`src/rtl/rot_pkg.sv`:
```
`default_nettype none
// +----------------------------------------------------------------------------+
// | Module : rot_pkg                                                           |
// | Brief  : Shared definitions for the sequential rotate arbiter: FSM state   |
// |          encodings and default datapath geometry.                          |
// | Rev    : 1.0  initial release                                              |
// +----------------------------------------------------------------------------+
package rot_pkg;

  // Default datapath width and its log2 (rotate-amount width).
  localparam int unsigned C_N_DEFAULT      = 8;
  localparam int unsigned C_LOG2_N_DEFAULT = 3;

  // Controller states: waiting for a request, rotating, holding the result.
  typedef enum logic [1:0] {
    IDLE = 2'd0,
    ROT  = 2'd1,
    DONE = 2'd2
  } state_t;

endpackage : rot_pkg
`default_nettype wire

```
`src/rtl/rot_step.sv`:
```
`default_nettype none
// +----------------------------------------------------------------------------+
// | Module : rot_step                                                          |
// | Brief  : One combinational stage of a logarithmic rotator. When enabled,   |
// |          rotates data_i (ascending index) by N >> (stage_i + 1); otherwise |
// |          passes data_i through.                                            |
// | Ports  : data_i  [0:N-1]  operand                                          |
// |          en_i             apply this stage's rotation                      |
// |          stage_i [SW-1:0] stage index 0..LOG2_N-1                          |
// |          data_o  [0:N-1]  result                                           |
// | Rev    : 1.0  initial release                                              |
// +----------------------------------------------------------------------------+
module rot_step #(
  parameter int N      = 8,
  parameter int LOG2_N = 3,
  parameter int SW     = 3
) (
  input  logic [0:N-1]  data_i,
  input  logic          en_i,
  input  logic [SW-1:0] stage_i,
  output logic [0:N-1]  data_o
);

  // All candidate rotations, one per stage; each is pure wiring.
  // out[i] = in[(i - amt) mod N] with amt = N >> (j + 1).
  logic [0:N-1] rot_w [LOG2_N];
  logic [0:N-1] sel_w;

  for (genvar j = 0; j < LOG2_N; j++) begin : g_stage
    for (genvar i = 0; i < N; i++) begin : g_bit
      assign rot_w[j][i] = data_i[(i + N - (N >> (j + 1))) % N];
    end
  end

  always_comb begin
    sel_w = data_i;
    for (int j = 0; j < LOG2_N; j++) begin
      if (stage_i == SW'(j)) begin
        sel_w = rot_w[j];
      end
    end
    data_o = en_i ? sel_w : data_i;
  end

endmodule : rot_step
`default_nettype wire

```
`src/rtl/rot_seq_arb.sv`:
```
`default_nettype none
// +----------------------------------------------------------------------------+
// | Module : rot_seq_arb                                                       |
// | Brief  : Two-requester round-robin arbiter in front of a time-shared       |
// |          rotator. An accepted operand is rotated by k over LOG2_N cycles   |
// |          (one binary-weighted stage per cycle) and the result is held      |
// |          until the consumer takes it.                                      |
// | Ports  : clk, rst (async, active high)                                     |
// |          reqX_valid/reqX_ready/reqX_bits[0:N-1]/reqX_k[0:LOG2_N-1], X=0,1  |
// |          out_valid/out_ready/out_bits[0:N-1]/out_id                        |
// | Rev    : 1.0  initial release                                              |
// +----------------------------------------------------------------------------+
module rot_seq_arb
  import rot_pkg::*;
#(
  parameter int N      = C_N_DEFAULT,
  parameter int LOG2_N = C_LOG2_N_DEFAULT
) (
  input  logic            clk,
  input  logic            rst,
  input  logic            req0_valid,
  output logic            req0_ready,
  input  logic [0:N-1]    req0_bits,
  input  logic [0:LOG2_N-1] req0_k,
  input  logic            req1_valid,
  output logic            req1_ready,
  input  logic [0:N-1]    req1_bits,
  input  logic [0:LOG2_N-1] req1_k,
  output logic            out_valid,
  input  logic            out_ready,
  output logic [0:N-1]    out_bits,
  output logic            out_id
);

  // Stage counter width: enough for 0..LOG2_N-1 plus one spare bit.
  localparam int SW = $clog2(LOG2_N) + 1;

  state_t            state_q, state_d;
  logic [SW-1:0]     stage_q, stage_d;
  logic [0:N-1]      data_q, data_d;
  logic [0:LOG2_N-1] k_q, k_d;
  logic              id_q, id_d;
  logic              last_q, last_d;
  logic [0:N-1]      out_bits_q, out_bits_d;
  logic              out_id_q, out_id_d;

  logic [0:N-1]      step_w;
  logic              grant_w;
  logic              any_valid_w;
  logic              ready0_w, ready1_w;
  logic              last_stage_w;

  // k_q is shifted towards index 0 each stage, so k_q[0] is always the
  // enable bit for the stage currently being applied.
  rot_step #(
    .N      (N),
    .LOG2_N (LOG2_N),
    .SW     (SW)
  ) u_step (
    .data_i  (data_q),
    .en_i    (k_q[0]),
    .stage_i (stage_q),
    .data_o  (step_w)
  );

  // Round robin: with both requesting, favour the one not granted last.
  assign any_valid_w  = req0_valid | req1_valid;
  assign grant_w      = (req0_valid && req1_valid) ? ~last_q : req1_valid;
  assign last_stage_w = (stage_q == SW'(LOG2_N - 1));

  always_comb begin
    state_d    = state_q;
    stage_d    = stage_q;
    data_d     = data_q;
    k_d        = k_q;
    id_d       = id_q;
    last_d     = last_q;
    out_bits_d = out_bits_q;
    out_id_d   = out_id_q;
    ready0_w   = 1'b0;
    ready1_w   = 1'b0;

    case (state_q)
      IDLE: begin
        if (any_valid_w) begin
          ready0_w = ~grant_w;
          ready1_w = grant_w;
          data_d   = grant_w ? req1_bits : req0_bits;
          k_d      = grant_w ? req1_k : req0_k;
          id_d     = grant_w;
          last_d   = grant_w;
          stage_d  = '0;
          state_d  = ROT;
        end
      end
      ROT: begin
        data_d = step_w;
        k_d    = k_q << 1;
        if (last_stage_w) begin
          stage_d    = '0;
          out_bits_d = step_w;
          out_id_d   = id_q;
          state_d    = DONE;
        end else begin
          stage_d = stage_q + SW'(1);
        end
      end
      DONE: begin
        if (out_ready) begin
          state_d = IDLE;
        end
      end
      default: begin
        state_d = IDLE;
        stage_d = '0;
      end
    endcase
  end

  always_ff @(posedge clk or posedge rst) begin
    if (rst) begin
      state_q    <= IDLE;
      stage_q    <= '0;
      data_q     <= '0;
      k_q        <= '0;
      id_q       <= 1'b0;
      last_q     <= 1'b1;
      out_bits_q <= '0;
      out_id_q   <= 1'b0;
    end else begin
      state_q    <= state_d;
      stage_q    <= stage_d;
      data_q     <= data_d;
      k_q        <= k_d;
      id_q       <= id_d;
      last_q     <= last_d;
      out_bits_q <= out_bits_d;
      out_id_q   <= out_id_d;
    end
  end

  // The state register already reads IDLE during reset, so readies are
  // additionally masked by rst to keep them low while it is asserted.
  assign req0_ready = ready0_w & ~rst;
  assign req1_ready = ready1_w & ~rst;
  assign out_valid  = (state_q == DONE);
  assign out_bits   = out_bits_q;
  assign out_id     = out_id_q;

endmodule : rot_seq_arb
`default_nettype wire

```
`config.mk`:
```
export PLATFORM = sky130hd
export DESIGN_NAME = rot_seq_arb
export DESIGN_NICKNAME = d
export VERILOG_FILES = /design/src/rtl/rot_pkg.sv /design/src/rtl/rot_step.sv /design/src/rtl/rot_seq_arb.sv
export SDC_FILE = /design/constraint.sdc
export NUM_CORES = 1
export LEC_CHECK = 0
export ABC_CLOCK_PERIOD_IN_PS = 4400
export CORE_MARGIN = 2
export CORE_UTILIZATION = 40
export DETAILED_ROUTE_END_ITERATION = 16
export GPL_ROUTABILITY_DRIVEN = 0
export PLACE_DENSITY = 0.64
export REMOVE_ABC_BUFFERS = 1
export SYNTH_ARGS = -nofsm -noshare
export SYNTH_HDL_FRONTEND = slang
export SYNTH_SLANG_ARGS = --single-unit
```
`constraint.sdc`:
```
create_clock -name clk -period 4.4 [get_ports clk]
set_clock_uncertainty 0.05 [all_clocks]
set_input_delay 0.88 -clock clk [delete_from_list [all_inputs] [get_ports clk]]
set_output_delay 0.88 -clock clk [all_outputs]
set_load 0.01 [all_outputs]
```
==> metrics <==
crit path DAT=2.68 ns; vias per std cell=5.72; port bufs=38; Hold Crit Class=reg -> reg; VDD IR max=0.265 mV; Syn Area/Cell=9.54 µm²; Worst Max-Slew Pin Slew=0.768 ns; Syn Inst Count=175; YS warnings=0; cts hold-fix bufs=0; die area=0.00471 mm²; Req. time, crit path=3.47 ns; Sink Count=27; Longest Clk Path Bufs=2; setup bufs post-CTS=0; Total Wirelength=4.26 mm; largest net degree at the start of global routing=28; RSZ-0062 raised after global routing=false; Rows=23; Synth Flop Type=dfrtp_1; most used cell, CP=clkdlybuf4s50_1; Final Cycle Share=0.821; Resized cells post-CTS=0; Cells after DPL=252; CTS Buf Count=3; GRT Overall Usage=0.197; drt first pass iters=4; I/O pins=39; clk slew on worst S/H paths=0.10 ns; Final Hold Viols=0; Final Slew Violations=0; slowest stage delay, CP=0.61 ns; initial DRC count=83; FFs w/ async S/R, synth=1.00; pwr dens=692 mW/mm²; post-route ant nets=0; WL per Instance=16.6 µm; DRC Markers=0; max frequency=277 MHz; Post-synth EDFFs=0; Die X=68.6 µm; nets=234; final setup vio count=0; vias in the first global route=1,410; total gr overflow=0; FF+latch count, synth=27; synthesized area=0.00167 mm²; first-pass GRT wire length=6.92 mm; Area Growth Syn to Fin=25.4%; sequential-to-total area share from yosys stat=0.406; initial antenna violation count=0; Buf/Inv on CP=2; crit start category=input port; n_diodes=0; Worst-Skew Late Latency=0.28 ns; core area=0.00400 mm²; top cell family by delay on the critical path=buffers and inverters; Max Cap Viol=0; min Tclk post-route=3.61 ns; outcome=complete, no violations; Yosys cell types=42; vias post-DR=1,465; Pleak=0.865 nW; setup TNS=0 ns; CTS tree=yes; CP Capture Type=output port; max_slew headroom=0.488; Layout Cells excl Fill=256; die height=68.6 µm; H-tree Lvls=1; CTS root buffer=clkbuf_8; Crit Path Max Fanout=19; Crit-path slowest cell=clkdlybuf4s50_1; layout cells sized above 1=0.0728; Initial Utilization=0.417; sequence of cells on the critical path=clkdlybuf4s50_1 -> or2_2 -> nand2_2 -> nor3_1 -> clkdlybuf4s50_1; critical path type=in -> out; Detailed Place HPWL=3.07 mm
## cells in the mapped netlist (all sizes together) (5+ instances only)
cell    count  share of area
nor2       10          0.024
a21oi      10          0.037
nand2      13          0.031
nor3b       5          0.022
o22ai       5          0.022
dfrtp      26           0.39
buf        11          0.045
o21ai      13          0.039
nand2b      5          0.019
nand3       8          0.027
mux2i      18           0.11
o21a        6          0.027
## where the power goes
part	internal [mW]	switching (mW)	total, mW	leakage [nW]
Sequential	0.370	0.196	0.566	0.333
Combinational	0.363	0.371	0.734	0.510
Clock	0.0644	0.0829	0.147	0.0217
Total	0.798	0.650	1.45	0.865
## cells by family (layout without fill, tap and decap cells)
kind of cell | after synthesis | after routing | share of synthesized area
DFF | 27 | 27 | 0.406
buffers and inverters | 16 | 47 | 0.0562
muxes | 19 | 19 | 0.117
AOI/OAI and AO/OA | 64 | 64 | 0.267
and+or+nand+nor | 49 | 49 | 0.154
## tightest hold or removal path, delay by kind of cell (launching register included)
family,cells,cell delay [ns]
DFF,1,0.36
and+or+nand+nor,2,0.11
## layout by cell type (no fill, tap or decap), types with 2 or more instances in the layout
cell type,count
a211o_1,4
a211oi_1,4
a21o_1,4
a21oi_1,9
a22oi_1,2
a31oi_1,4
and3_1,2
buf_4,2
clkbuf_8,3
clkdlybuf4s50_1,38
dfrtp_1,26
inv_1,3
mux2i_1,18
nand2_1,12
nand2b_1,5
nand3_1,7
nor2_1,9
nor3b_1,5
o21a_1,6
o21ai_0,11
o21ai_1,2
o221ai_1,4
o22ai_1,4
o31ai_1,4
## per-stage QoR
| stage | area (µm²) | power [mW] | util | hold slack (ns) | setup slack, ns |
|---|---|---|---|---|---|
| finish | 2090 | 1.45 | 0.523 | 0.446 | 0.790 |
| floorplan | 1590 | 1.02 | - | 0.389 | 1.69 |
| detailed placement | 2040 | 1.29 | 0.511 | 0.426 | 0.805 |
| CTS | 2090 | 1.45 | 0.523 | 0.454 | 0.799 |
| global route | 2090 | 1.56 | 0.523 | 0.477 | 0.753 |
| global placement | 2040 | 1.27 | 0.511 | 0.414 | 0.926 |
## final cells by class
cell class / count / area (µm²)
flip-flops and latches: 27 / 677
fillers: 359 / 1910
inverters: 3 / 11.3
well taps: 50 / 62.6
repair buffers: 40 / 395
clock inverters: 1 / 7.51
multi-input cells: 132 / 898
clock buffers: 3 / 41.3
## routing by layer
layer | track usage | part of all wire | up-vias
met1 | 0.262 | 0.46 | 722
li1 | - | - | 711
met5 | 0 | 0 | -
met2 | 0.327 | 0.50 | 26
met4 | 0.0650 | 0.014 | 0
met3 | 0.0276 | 0.026 | 6
## sequential cells by signal, summed over array words and instances (netlist names)
signal / count
data_q: 8
out_bits: 8
k_q: 3
stage_q: 3
state_q: 2
id_q: 1
last_q: 1
out_id: 1
## final timing paths
check	from	to	slack, ns	depth (start not counted)
min in group asynchronous	rst	out_id	0.97	3
min reg2reg	id_q	out_id	0.45	2
max	req0_valid	req0_ready	0.79	5
min	id_q	out_id	0.45	2
max reg2reg	stage_q[0]	data_q[6]	2.40	4
max in group asynchronous	rst	last_q	3.02	3
Note: power is estimated with default switching activity, not from simulation.
